===== src/rtl/lsu_pkg.sv =====
// Shared types and helpers for the RV32 load/store unit.
// Covers size codes, FSM states, and byte-lane helpers.
package lsu_pkg;

    typedef enum logic [2:0] {
        LDST_B  = 3'b000,
        LDST_H  = 3'b001,
        LDST_W  = 3'b010,
        LDST_BU = 3'b100,
        LDST_HU = 3'b101
    } ldst_size_e;

    typedef enum logic [1:0] {
        ST_IDLE = 2'b00,
        ST_BUSY = 2'b01,
        ST_DONE = 2'b10
    } lsu_state_e;

    localparam logic [31:0] TIMEOUT_RDATA = 32'hDEAD_BEEF;

    // Unknown encodings fall back to a full-word access.
    function automatic ldst_size_e size_decode(input logic [2:0] code);
        case (code)
            3'b000:  return LDST_B;
            3'b001:  return LDST_H;
            3'b100:  return LDST_BU;
            3'b101:  return LDST_HU;
            default: return LDST_W;
        endcase
    endfunction

    function automatic logic [3:0] be_gen(input ldst_size_e size, input logic [1:0] a);
        case (size)
            LDST_B, LDST_BU: return 4'b0001 << a;
            LDST_H, LDST_HU: return 4'b0011 << a;
            default:         return 4'b1111;
        endcase
    endfunction

    function automatic logic [31:0] wdata_align(input logic [31:0] data, input logic [1:0] a);
        return data << {a, 3'b000};
    endfunction

    function automatic logic is_misaligned(input ldst_size_e size, input logic [1:0] a);
        case (size)
            LDST_B, LDST_BU: return 1'b0;
            LDST_H, LDST_HU: return a[0];
            default:         return (a != 2'b00);
        endcase
    endfunction

    function automatic logic [1:0] natural_align(input ldst_size_e size, input logic [1:0] a);
        case (size)
            LDST_B, LDST_BU: return a;
            LDST_H, LDST_HU: return {a[1], 1'b0};
            default:         return 2'b00;
        endcase
    endfunction

endpackage


===== src/rtl/rv32_lsu_if.sv =====
// Data-memory bus between the load/store unit (master) and memory (slave).
interface rv32_lsu_if #(
    parameter int ADDR_W = 32
);
    logic              mem_req;
    logic              mem_we;
    logic [3:0]        mem_be;
    logic [ADDR_W-1:0] mem_addr;
    logic [31:0]       mem_wdata;
    logic [31:0]       mem_rdata;
    logic              mem_ack;

    modport master (
        output mem_req, mem_we, mem_be, mem_addr, mem_wdata,
        input  mem_rdata, mem_ack
    );

    modport slave (
        input  mem_req, mem_we, mem_be, mem_addr, mem_wdata,
        output mem_rdata, mem_ack
    );
endinterface


===== src/rtl/lsu_load_ext.sv =====
// Load-data lane select with sign/zero extension.
module lsu_load_ext
    import lsu_pkg::*;
(
    input  logic [31:0] rdata,
    input  ldst_size_e  size,
    input  logic [1:0]  a,
    output logic [31:0] result
);
    logic [31:0] shifted_s;
    logic [7:0]  byte_s;
    logic [15:0] half_s;

    // Pick the addressed lane, then extend according to the access size.
    always_comb begin
        shifted_s = rdata >> {a, 3'b000};
        byte_s    = shifted_s[7:0];
        half_s    = a[1] ? rdata[31:16] : rdata[15:0];
        case (size)
            LDST_B:  result = {{24{byte_s[7]}}, byte_s};
            LDST_BU: result = {24'd0, byte_s};
            LDST_H:  result = {{16{half_s[15]}}, half_s};
            LDST_HU: result = {16'd0, half_s};
            default: result = rdata;
        endcase
    end
endmodule


===== src/rtl/rv32_lsu.sv =====
// RV32 load/store unit: core request -> aligned memory transaction -> extended load data.
// Optional misaligned-access trap enabled by defining LSU_MISALIGN_TRAP_EN.
module rv32_lsu
    import lsu_pkg::*;
#(
    parameter int TIMEOUT_CYCLES = 255,
    parameter int ADDR_W         = 32
) (
    input  logic              clk,
    input  logic              rst,
    input  logic              core_req,
    input  logic              core_we,
    input  logic [2:0]        core_size,
    input  logic [ADDR_W-1:0] core_addr,
    input  logic [31:0]       core_wdata,
    output logic [31:0]       core_rdata,
    output logic              core_stall_req,
    output logic              core_err,
    rv32_lsu_if.master        mem
);
    localparam logic [31:0] TIMEOUT_LIM = 32'(TIMEOUT_CYCLES);

    lsu_state_e        state_r, state_s;
    logic              we_r;
    ldst_size_e        size_r;
    logic [1:0]        a_r;
    logic [15:0]       cnt_r;
    logic              mem_req_r, mem_we_r;
    logic [3:0]        be_r;
    logic [ADDR_W-1:0] addr_r;
    logic [31:0]       wdata_r, rdata_r, load_s;
    logic              err_r;
    ldst_size_e        req_size_s;
    logic [1:0]        req_a_s;
    logic              misalign_s, timeout_s;

    // Decode the incoming request: size, effective lane offset, alignment fault.
    always_comb begin
        req_size_s = size_decode(core_size);
        misalign_s = 1'b0;
`ifdef LSU_MISALIGN_TRAP_EN
        req_a_s    = core_addr[1:0];
        misalign_s = is_misaligned(req_size_s, core_addr[1:0]);
`else
        req_a_s    = natural_align(req_size_s, core_addr[1:0]);
`endif
        timeout_s  = (TIMEOUT_LIM != 32'd0) && (({16'd0, cnt_r} + 32'd1) == TIMEOUT_LIM);
    end

    // Next-state logic; stall is combinational so the core freezes in the request cycle.
    always_comb begin
        state_s = state_r;
        case (state_r)
            ST_IDLE: begin
                if (core_req) state_s = misalign_s ? ST_DONE : ST_BUSY;
                else          state_s = ST_IDLE;
            end
            ST_BUSY: begin
                if (mem.mem_ack || timeout_s) state_s = ST_DONE;
                else                          state_s = ST_BUSY;
            end
            ST_DONE: state_s = ST_IDLE;
            default: state_s = ST_IDLE;
        endcase
        core_stall_req = ((state_r == ST_IDLE) && core_req) || (state_r == ST_BUSY);
    end

    // State register.
    always_ff @(posedge clk or posedge rst) begin
        if (rst) state_r <= ST_IDLE;
        else     state_r <= state_s;
    end

    // Request capture, bus hold, response latch; an ack beats a coincident timeout.
    always_ff @(posedge clk or posedge rst) begin
        if (rst) begin
            we_r      <= 1'b0;
            size_r    <= LDST_W;
            a_r       <= 2'b00;
            cnt_r     <= 16'd0;
            mem_req_r <= 1'b0;
            mem_we_r  <= 1'b0;
            be_r      <= 4'b0000;
            addr_r    <= '0;
            wdata_r   <= 32'd0;
            rdata_r   <= 32'd0;
            err_r     <= 1'b0;
        end else begin
            err_r <= 1'b0;
            case (state_r)
                ST_IDLE: begin
                    if (core_req) begin
                        we_r   <= core_we;
                        size_r <= req_size_s;
                        a_r    <= req_a_s;
                        cnt_r  <= 16'd0;
                        if (misalign_s) begin
                            err_r   <= 1'b1;
                            rdata_r <= 32'd0;
                        end else begin
                            mem_req_r <= 1'b1;
                            mem_we_r  <= core_we;
                            be_r      <= be_gen(req_size_s, req_a_s);
                            addr_r    <= {core_addr[ADDR_W-1:2], 2'b00};
                            wdata_r   <= wdata_align(core_wdata, req_a_s);
                        end
                    end
                end
                ST_BUSY: begin
                    if (mem.mem_ack) begin
                        mem_req_r <= 1'b0;
                        if (!we_r) rdata_r <= load_s;
                    end else if (timeout_s) begin
                        mem_req_r <= 1'b0;
                        err_r     <= 1'b1;
                        rdata_r   <= TIMEOUT_RDATA;
                    end else begin
                        cnt_r <= cnt_r + 16'd1;
                    end
                end
                default: ;
            endcase
        end
    end

    lsu_load_ext u_load_ext (
        .rdata  (mem.mem_rdata),
        .size   (size_r),
        .a      (a_r),
        .result (load_s)
    );

    assign core_rdata    = rdata_r;
    assign core_err      = err_r;
    assign mem.mem_req   = mem_req_r;
    assign mem.mem_we    = mem_we_r;
    assign mem.mem_be    = be_r;
    assign mem.mem_addr  = addr_r;
    assign mem.mem_wdata = wdata_r;
endmodule


===== src/flat_wrapper.sv =====
// flat-port wrapper written by rule: the top's interface ports become plain ports
module rv32_lsu_flat import lsu_pkg::*;
#(
    parameter int TIMEOUT_CYCLES = 255,
    parameter int ADDR_W         = 32
)
  (clk, rst, core_req, core_we, core_size, core_addr, core_wdata, core_rdata, core_stall_req, core_err, mem_mem_req, mem_mem_we, mem_mem_be, mem_mem_addr, mem_mem_wdata, mem_mem_rdata, mem_mem_ack);
  rv32_lsu_if #(.ADDR_W(ADDR_W)) mem_i ();
  input  logic clk;
  input  logic rst;
  input  logic core_req;
  input  logic core_we;
  input  logic [2:0] core_size;
  input  logic [ADDR_W-1:0] core_addr;
  input  logic [31:0] core_wdata;
  output logic [31:0] core_rdata;
  output logic core_stall_req;
  output logic core_err;
  output wire logic [$bits(mem_i.mem_req)-1:0] mem_mem_req;
  output wire logic [$bits(mem_i.mem_we)-1:0] mem_mem_we;
  output wire logic [$bits(mem_i.mem_be)-1:0] mem_mem_be;
  output wire logic [$bits(mem_i.mem_addr)-1:0] mem_mem_addr;
  output wire logic [$bits(mem_i.mem_wdata)-1:0] mem_mem_wdata;
  input wire logic [$bits(mem_i.mem_rdata)-1:0] mem_mem_rdata;
  input wire logic [$bits(mem_i.mem_ack)-1:0] mem_mem_ack;
  assign mem_mem_req = mem_i.mem_req;
  assign mem_mem_we = mem_i.mem_we;
  assign mem_mem_be = mem_i.mem_be;
  assign mem_mem_addr = mem_i.mem_addr;
  assign mem_mem_wdata = mem_i.mem_wdata;
  assign mem_i.mem_rdata = mem_mem_rdata;
  assign mem_i.mem_ack = mem_mem_ack;
  rv32_lsu #(.TIMEOUT_CYCLES(TIMEOUT_CYCLES), .ADDR_W(ADDR_W)) u_core (.clk(clk), .rst(rst), .core_req(core_req), .core_we(core_we), .core_size(core_size), .core_addr(core_addr), .core_wdata(core_wdata), .core_rdata(core_rdata), .core_stall_req(core_stall_req), .core_err(core_err), .mem(mem_i));
endmodule

===== config.mk =====
export PLATFORM = sky130hd
export DESIGN_NAME = rv32_lsu_flat
export DESIGN_NICKNAME = d
export VERILOG_FILES = /design/src/rtl/lsu_pkg.sv /design/src/rtl/rv32_lsu_if.sv /design/src/rtl/lsu_load_ext.sv /design/src/rtl/rv32_lsu.sv /design/src/flat_wrapper.sv
export SDC_FILE = /design/constraint.sdc
export NUM_CORES = 1
export LEC_CHECK = 0
export CORE_MARGIN = 5
export CORE_UTILIZATION = 46
export CTS_BUF_LIST = sky130_fd_sc_hd__clkbuf_16
export DETAILED_ROUTE_END_ITERATION = 8
export PLACE_DENSITY = 0.81
export SLEW_MARGIN = 25
export SYNTH_ARGS = -nofsm -noshare
export SYNTH_HDL_FRONTEND = slang
export SYNTH_SLANG_ARGS = --single-unit

===== constraint.sdc =====
create_clock -name clk -period 5.92 [get_ports clk]
set_input_delay 1.184 -clock clk [delete_from_list [all_inputs] [get_ports clk]]
set_output_delay 1.184 -clock clk [all_outputs]
set_load 0.02 [all_outputs]

## Word level (Yosys, flattened, before mapping)

Cells that the tools add are included.

- Bits in registers: 124
- Input bits: 104
- Word-level logic and storage cells: 70

- Add/sub/neg operators: 2
- Eq/ne operators: 16
- Shift-type cells: 4
- Multiplexer cells: 22
- Reduce and logical (&&, ||, !) cells: 15

Operator list:

| operator | number |
|---|---|
| case mux 32 bit (4 select lines) | 1 |
| two-way mux 32 bit | 3 |
| two-way mux 16 bit | 4 |
| == test 32 x 8 -> 1 bit (second input constant) | 1 |
| case mux 16 bit (2 select lines) | 1 |
| left shift 32 x 5 -> 32 bit | 1 |
| >> shifter 32 x 5 -> 8 bit | 1 |
| == test 3 bit (second input constant) | 6 |
| adder 16 x 1 -> 17 bit (second input constant) | 1 |
| adder 16 x 1 -> 16 bit (second input constant) | 1 |
| case mux 3 bit (4 select lines) | 1 |
| == test 3 x 1 -> 1 bit (second input constant) | 3 |
| logical NOT 3 bit | 3 |
| != test 2 bit (second input constant) | 4 |
| case mux 2 bit (2 select lines) | 2 |
| case mux 4 bit (2 select lines) | 1 |
| two-way mux 1 bit | 7 |
| AND reduction 3 bit | 2 |
| AND reduction 4 bit | 1 |
| nonzero test 2 bit | 2 |
| OR reduction 2 bit | 2 |
| left shift 1 x 2 -> 4 bit (first input constant) | 1 |
| left shift 2 x 2 -> 4 bit (first input constant) | 1 |
| != test 3 x 2 -> 1 bit (second input constant) | 1 |
| 7 further kinds | 8 |

## Longest topological paths before layout

Gate-level depths: netlist of run 1.

- Depth after elaboration: 7
- Depth in mapped cells: 9
- Gate-level depth less buffers: 8

## Modules after synthesis

From an unflattened synthesis of run 1, not the netlist that was laid out.

- Cell total of the unflattened synthesis: 662
- Area, all modules: 6273.5 µm²

Modules (own cells, without submodules):

| module | instances | cells each | area an instance (µm²) |
|---|---|---|---|
| rv32_lsu | 1 | 553 | 5645.4 |
| lsu_load_ext | 1 | 109 | 628.1 |

## Least setup slack after synthesis of run 1

OpenSTA, ideal clock, no wires.

- Kind: in2out
- Start: input core_req
- End: output core_stall_req
- Data arrival time: 2.062 ns
- Data required time: 4.736 ns
- Setup slack: 2.674 ns
- Stages: 4
- Buffers on the path: 2
- Cell sequence: nand2_1 > clkbuf_1 > buf_1 > nand2_1

- Longest elaborated chain between the ends: 2

Ends and longest elaborated chain:

| what | RTL line | RTL |
|---|---|---|
| from (decl) | flat_wrapper.sv:11 | `input logic core_req;` |
| logical AND 1 bit | rv32_lsu.sv:65 | `core_stall_req = ((state_r == ST_IDLE) && core_req) \|\| (state_r == ST_BUSY);` |
| logical OR 1 bit | rv32_lsu.sv:65 |  |
| to (decl) | flat_wrapper.sv:17 | `output logic core_stall_req;` |

No other way between the ends.

## Worst setup path after layout of run 1

Same ends and word-level chain as after synthesis.

==> reports/metrics.yaml, run 1 <==
run_status:
  outcome: "finished, final reports clean"
floorplanning:
  die_w_um: 126
  core_area_um2: 13200
  placementRows: 42
  start_util: 0.468
  io_pins: 208
  die_area_um2: 15900
  die_height_um: 126
global_routing:
  grtUsageMet2: 0.365
  grt_pass1_wl_um: 30200
  grt_pass1_vias: 5784
  grtUsageMet3: 0.0936
  grt_max_degree: 77
  gr-total-overflow: 0
  grt.busiest_layer: "met2"
  grt_usage: 0.235
  use_met1: 0.301
  antenna_found_initial: 0
placed_design:
  io_buffers: 205
  gp_congestion: 0.913
  dpl_cell_area_um2: 8290
  dpl.hpwl_um: 13100
route:
  wl_per_cell_um: 17.6
  vias: 5943
  initialDrtViolationCount: 564
  drc: 0
  drt_wl_total_um: 18800
  viasPerCell: 5.58
  route.antenna.remaining_nets: 0
  first_pass_iters: 5
cells_and_area:
  drive_gt1_frac: 0.0574
  final_common_cell: "clkdlybuf4s50_1"
  post-route-util: 0.667
  final_cell_mix: "clkdlybuf4s50_1, nand2_1, dfrtp_1"
  final_area_um2: 8830
  nets: 982
  insertedDiodeCount: 0
  area_delta_synth_final_pct: 42.6
sta:
  post-route-period-util: 0.607
  fin_tns_setup_ns: 0
  setup_violations: 0
  skew_ns: 0.0159
  slew_violations: 0
  max_freq_mhz: 278
  hold_slack_ns: 0.475
  fin_crit_ns: 3.59
  tightest_slew_ns: 0.977
  relSlewSlack: 0.347
  rsz0062_at_grt: "false"
  finalHoldViolCount: 0
clock_tree:
  cts_tree: "built"
  clockBufferDepth: 2
  cts_buffers: 17
  htreeDepth: 4
  cts_root_buf: "clkbuf_16"
  clk_pin_slew_ns: 0.05
  cts_resized: 0
  cts_sinks: 124
  postCtsHoldBufs: 0
  cts_setup_buffers: 0
  clock_latency_ns: 0.42
worst_setup_path:
  r2r_end: "u_core.core_rdata[8]"
  crit_path_end_kind: "output port"
  arrival_ns: 2.41
  rr_startpoint: "u_core.cnt_r[0]"
  worst_setup_path_start_kind: "input pin"
  path_max_fanout: 2
  critical_path_class: "in -> out"
  reg2reg_setup_slack_ns: 2.84
  ff2ff_path_depth: 8
  required_ns: 4.74
logic_synthesis:
  yosys_register_bits: 124
  synth_edf_count: 0
  syn_area_um2: 6190
  seq_area_frac_synth: 0.501
  synth_ff_type: "dfrtp_1"
  synth.avg_cell_area_um2: 8.87
  yosysWarnings: 0
  syn-instance-count: 698
  synth_cell_types: 64
  async_reset_ff_frac: 1.00
job:
  maxCapViolCount: 0
hold_path:
  hold_path_end: "u_core.mem.mem_addr[24]"
  hold_depth: 2
  min_from: "u_core.mem.mem_addr[24]"
  hold_path_class: "reg -> reg"
pwr:
  total_power_mw: 4.20
  power_density_nw_per_um2: 476
  vdd_ir_drop_max_mv: 0.278
  p_leak_nw: 3.82
## synthesized netlist by cell type (10+ instances only)
library cell	n	area, um^2
a22oi_1	23	173
nor2_1	48	180
dfrtp_1	123	3080
nand3_1	21	105
o21ai_0	66	330
nor2b_1	10	62.6
clkbuf_1	35	131
a21oi_1	47	235
mux2i_1	18	180
inv_1	17	63.8
nand2_1	162	608
## critical path, stage by stage
cell and delay (ns):
clkdlybuf4s50_1 0.49, nand2_2 0.06, nand2_1 0.06, clkdlybuf4s50_1 0.61
## area by class of cell
| class | count | area (um^2) |
|---|---|---|
| fillers | 1069 | 4410 |
| flip-flops and latches | 124 | 3100 |
| inverters | 17 | 66.3 |
| repair buffers | 209 | 2080 |
| multi-input cells | 507 | 2820 |
| clock inverters | 15 | 111 |
| clock buffers | 17 | 425 |
| well taps | 176 | 220 |
## where the power goes
| part | total [mW] | switching (mW) | internal, mW |
|---|---|---|---|
| Combinational | 1.82 | 0.965 | 0.850 |
| Clock | 0.946 | 0.379 | 0.567 |
| Sequential | 1.44 | 0.270 | 1.17 |
| Total | 4.20 | 1.61 | 2.59 |
## routing by layer
layer	part of all wire	up-vias	routed length (um)
li1	-	2806	-
met1	0.42	2834	7920
met2	0.46	275	8650
met3	0.099	28	1860
met4	0.019	0	353
met5	0	-	0
## cell families (layout without fill, tap and decap cells)
| kind of cell | count (synthesis) | in the layout | share of synthesized area |
|---|---|---|---|
| buffers and inverters | 68 | 258 | 0.0456 |
| other | 1 | 2 | 0.000605 |
| multiplexers | 22 | 22 | 0.0388 |
| flip-flops | 124 | 124 | 0.501 |
| AND/OR/NAND/NOR | 280 | 280 | 0.203 |
| XOR/XNOR | 6 | 6 | 0.00848 |
| AO/OA/AOI/OAI | 195 | 195 | 0.199 |
| adder cells (fa/ha/maj) | 2 | 2 | 0.00404 |
## how the worst max path moves through the flow
| stage | slack [ns] | start | end |
|---|---|---|---|
| after floorplan | 1.44 | rst | u_core.a_r[0] |
| after global placement | 2.32 | core_req | core_stall_req |
| after detailed placement | 2.27 | core_req | u_core.mem.mem_wdata[22] |
| after CTS | 2.31 | core_req | core_stall_req |
| after global routing | 2.27 | core_req | core_stall_req |
| final | 2.33 | core_req | core_stall_req |
## per-stage QoR
| stage | worst slack, ns | std cells |
|---|---|---|
| 2_1_floorplan | 1.44 | 699 |
| 3_3_place_gp | 2.32 | 1033 |
| 3_5_place_dp | 2.27 | 1033 |
| 4_1_cts | 2.31 | 1065 |
| 5_1_grt | 2.27 | 1065 |
| 6_report | 2.33 | 1065 |
## state kept, by name (all words and copies together) (netlist names), 2 cells and up
register,cells
u_core.core_rdata,32
u_core.mem.mem_wdata,32
u_core.mem.mem_addr,30
u_core.cnt_r,16
u_core.mem.mem_be,4
u_core.size_r,3
u_core.a_r,2
u_core.state_r,2
Power figures use the tool's default switching activity.
==> inputs of run 2 (changes only) <==
==> constraint.sdc (replaced) <==
create_clock -name clk -period 3.6 [get_ports clk]
set_input_delay 0.72 -clock clk [delete_from_list [all_inputs] [get_ports clk]]
set_output_delay 0.72 -clock clk [all_outputs]
set_load 0.02 [all_outputs]
==> reports/metrics.yaml, run 2 (synthesized netlist as in run 1, its figures left out) <==
run_status:
  outcome: "finished, final reports clean"
sta:
  hold_slack_ns: 0.470  # -0.00416 ns
  fin_tns_setup_ns: 0  # unchanged
  setup_violations: 0  # unchanged
  slew_violations: 0  # unchanged
  skew_ns: 0.00886  # -0.00700 ns
  max_freq_mhz: 329
  timing.final.ws_setup_ns: 0.561  # -1.77 ns
  finalHoldViolCount: 0  # unchanged
  fin_crit_ns: 3.04
  tightest_slew_ns: 0.967  # -0.0101 ns
  post-route-period-util: 0.844
  relSlewSlack: 0.351  # +0.00372
  rsz0062_at_grt: "false"
pwr:
  internal_power_mw: 4.47  # +73%
  pwr-share-clk: 0.242  # +0.017
  p_leak_nw: 3.88  # +1.5%
  total_power_mw: 7.11  # +69%
  pwr-share-seq: 0.331  # -0.012
  share_comb_of_total_power: 0.427  # -0.005
  switching_share: 0.372  # -0.0124
  power_density_nw_per_um2: 798  # +68%
  switchingPower_mw: 2.64  # +64%
  vdd_ir_drop_max_mv: 0.444  # +60%
clock_tree:
  cts_root_buf: "clkbuf_16"
  htreeDepth: 4  # unchanged
  cts_resized: 0  # unchanged
  cts_setup_buffers: 0  # unchanged
  postCtsHoldBufs: 0  # unchanged
  cts_buffers: 17  # unchanged
  clock_latency_ns: 0.42  # about the same
  cts_tree: "built"
  clockBufferDepth: 2  # unchanged
  cts_sinks: 124  # unchanged
  clk_pin_slew_ns: 0.06  # about the same
worst_setup_path:
  arrival_ns: 3.33  # +0.92 ns
  crit_slowest_cell: "nand3_2"
  required_ns: 3.89  # -0.85 ns
  cp_num_buf_inv: 0  # -2
  crit_family: "simple AND/OR/NAND/NOR gates"
  worst_setup_path_start_kind: "flop"
  crit_path_end_kind: "flop"
  critical_path_class: "reg -> reg"
  reg2reg_setup_slack_ns: 0.56  # -2.28 ns
  path_max_fanout: 27  # +25
  crit_chain: "ha_1 > nand4_1 > or3_1 > mux2i_1 > nor4b_4 > nand3_2 > nand3_1 > o21ai_0"
  cpPeakStageDelay_ns: 0.54  # -0.07 ns
placed_design:
  gp_congestion: 0.884  # -3.2%
  dpl.hpwl_um: 13800  # +5.6%
  dp_slack_ns: 0.659  # -1.61 ns
  io_buffers: 205  # unchanged
cells_and_area:
  final_cell_mix: "clkdlybuf4s50_1, nand2_1, dfrtp_1"
  area_delta_synth_final_pct: 44.0
  fillerInstances: 1079  # +0.94%
  final_common_cell: "clkdlybuf4s50_1"
  insertedDiodeCount: 0  # unchanged
  drive_gt1_frac: 0.0605  # +0.00317
  nets: 988  # +0.61%
floorplanning:
  die_height_um: 126  # unchanged
  core_area_um2: 13200  # unchanged
  die_w_um: 126  # unchanged
  start_util: 0.468  # unchanged
  io_pins: 208  # unchanged
  placementRows: 42  # unchanged
  die_area_um2: 15900  # unchanged
job:
  maxCapViolCount: 0  # unchanged
route:
  drt_wl_total_um: 19400  # +3.2%
  viasPerCell: 5.58  # about the same
  first_pass_iters: 5  # unchanged
  drc: 0  # unchanged
  vias: 5962  # +0.32%
  route.antenna.remaining_nets: 0  # unchanged
  wl_per_cell_um: 18.2  # +2.9%
  initialDrtViolationCount: 538  # -4.6%
hold_path:
  hold_path_class: "reg -> reg"
global_routing:
  grt_usage: 0.245  # +0.0107
  grt_pass1_vias: 5862  # +1.3%
  antenna_found_initial: 0  # unchanged
  grt_max_degree: 76  # -1.3%
  gr-total-overflow: 0  # unchanged
  grt_pass1_wl_um: 31100  # +3.0%
==> run 2: changes by cell type in the layout (fill, tap and decap cells not counted) <==
cell and change:
buf_4 +6, bufinv_16 +3, clkinv_1 +1, clkinv_2 -1, clkinv_4 +1, clkinvlp_4 -4, inv_1 -1, inv_4 -1
inv_6 -1, nor2_2 +1, nor2_4 -1
==> run 2: layout make-up <==
type	count	area (um^2)	share of cell area
clock buffers	17	425	0.0477
clock inverters	12	159	0.0178
inverters	17	67.6	0.00757
multi-input cells	507	2820	0.316
flip-flops and latches	124	3100	0.348
well taps	176	220	0.0247
repair buffers	215	2130	0.238
==> run 2: path summary, 6_finish.rpt <==
check / start / end / cells past startpoint
hold reg to reg: u_core.mem.mem_addr[21] / u_core.mem.mem_addr[21] / 2
hold / removal: u_core.mem.mem_addr[21] / u_core.mem.mem_addr[21] / 2
setup / recovery: u_core.cnt_r[0] / u_core.core_rdata[4] / 8
min in group asynchronous: rst / u_core.mem.mem_wdata[6] / 3
setup reg to reg: u_core.cnt_r[0] / u_core.core_rdata[4] / 8
max in group asynchronous: rst / u_core.core_rdata[31] / 3
==> run 2: per-stage QoR <==
stage          utilization  instance area, um^2  std cells
2_1_floorplan            -                 6200        699
3_5_place_dp         0.629                 8340       1039
6_report             0.674                 8920       1068
4_1_cts              0.674                 8920       1068
3_3_place_gp         0.629                 8340       1039
5_1_grt              0.674                 8920       1068
==> run 2: power by group through the flow <==
stage	Clock [mW]	Sequential (mW)	Combinational [mW]
6_report	1.72	2.35	3.04
3_5_place_dp	0	2.35	3.05
4_1_cts	1.75	2.35	3.06
2_1_floorplan	0	2.83	1.09
5_1_grt	1.81	2.43	3.28
3_3_place_gp	0	2.35	3.01
==> run 2: routing by layer <==
metal  share of wire  GRT usage  wire length (um)
met5               0          0                 0
met3            0.11      0.105              2210
met1            0.41      0.319              7980
met2            0.46      0.372              8850
met4           0.017     0.0776               338
==> run 2: worst reg2reg max path: cells and delay by family, from the launching register on <==
| family | cells | cell delay, ns |
|---|---|---|
| and+or+nand+nor | 5 | 1.85 |
| adders and majority gates | 1 | 0.30 |
| muxes | 1 | 0.21 |
| AOI/OAI and AO/OA | 1 | 0.10 |
| DFF | 1 | 0.45 |
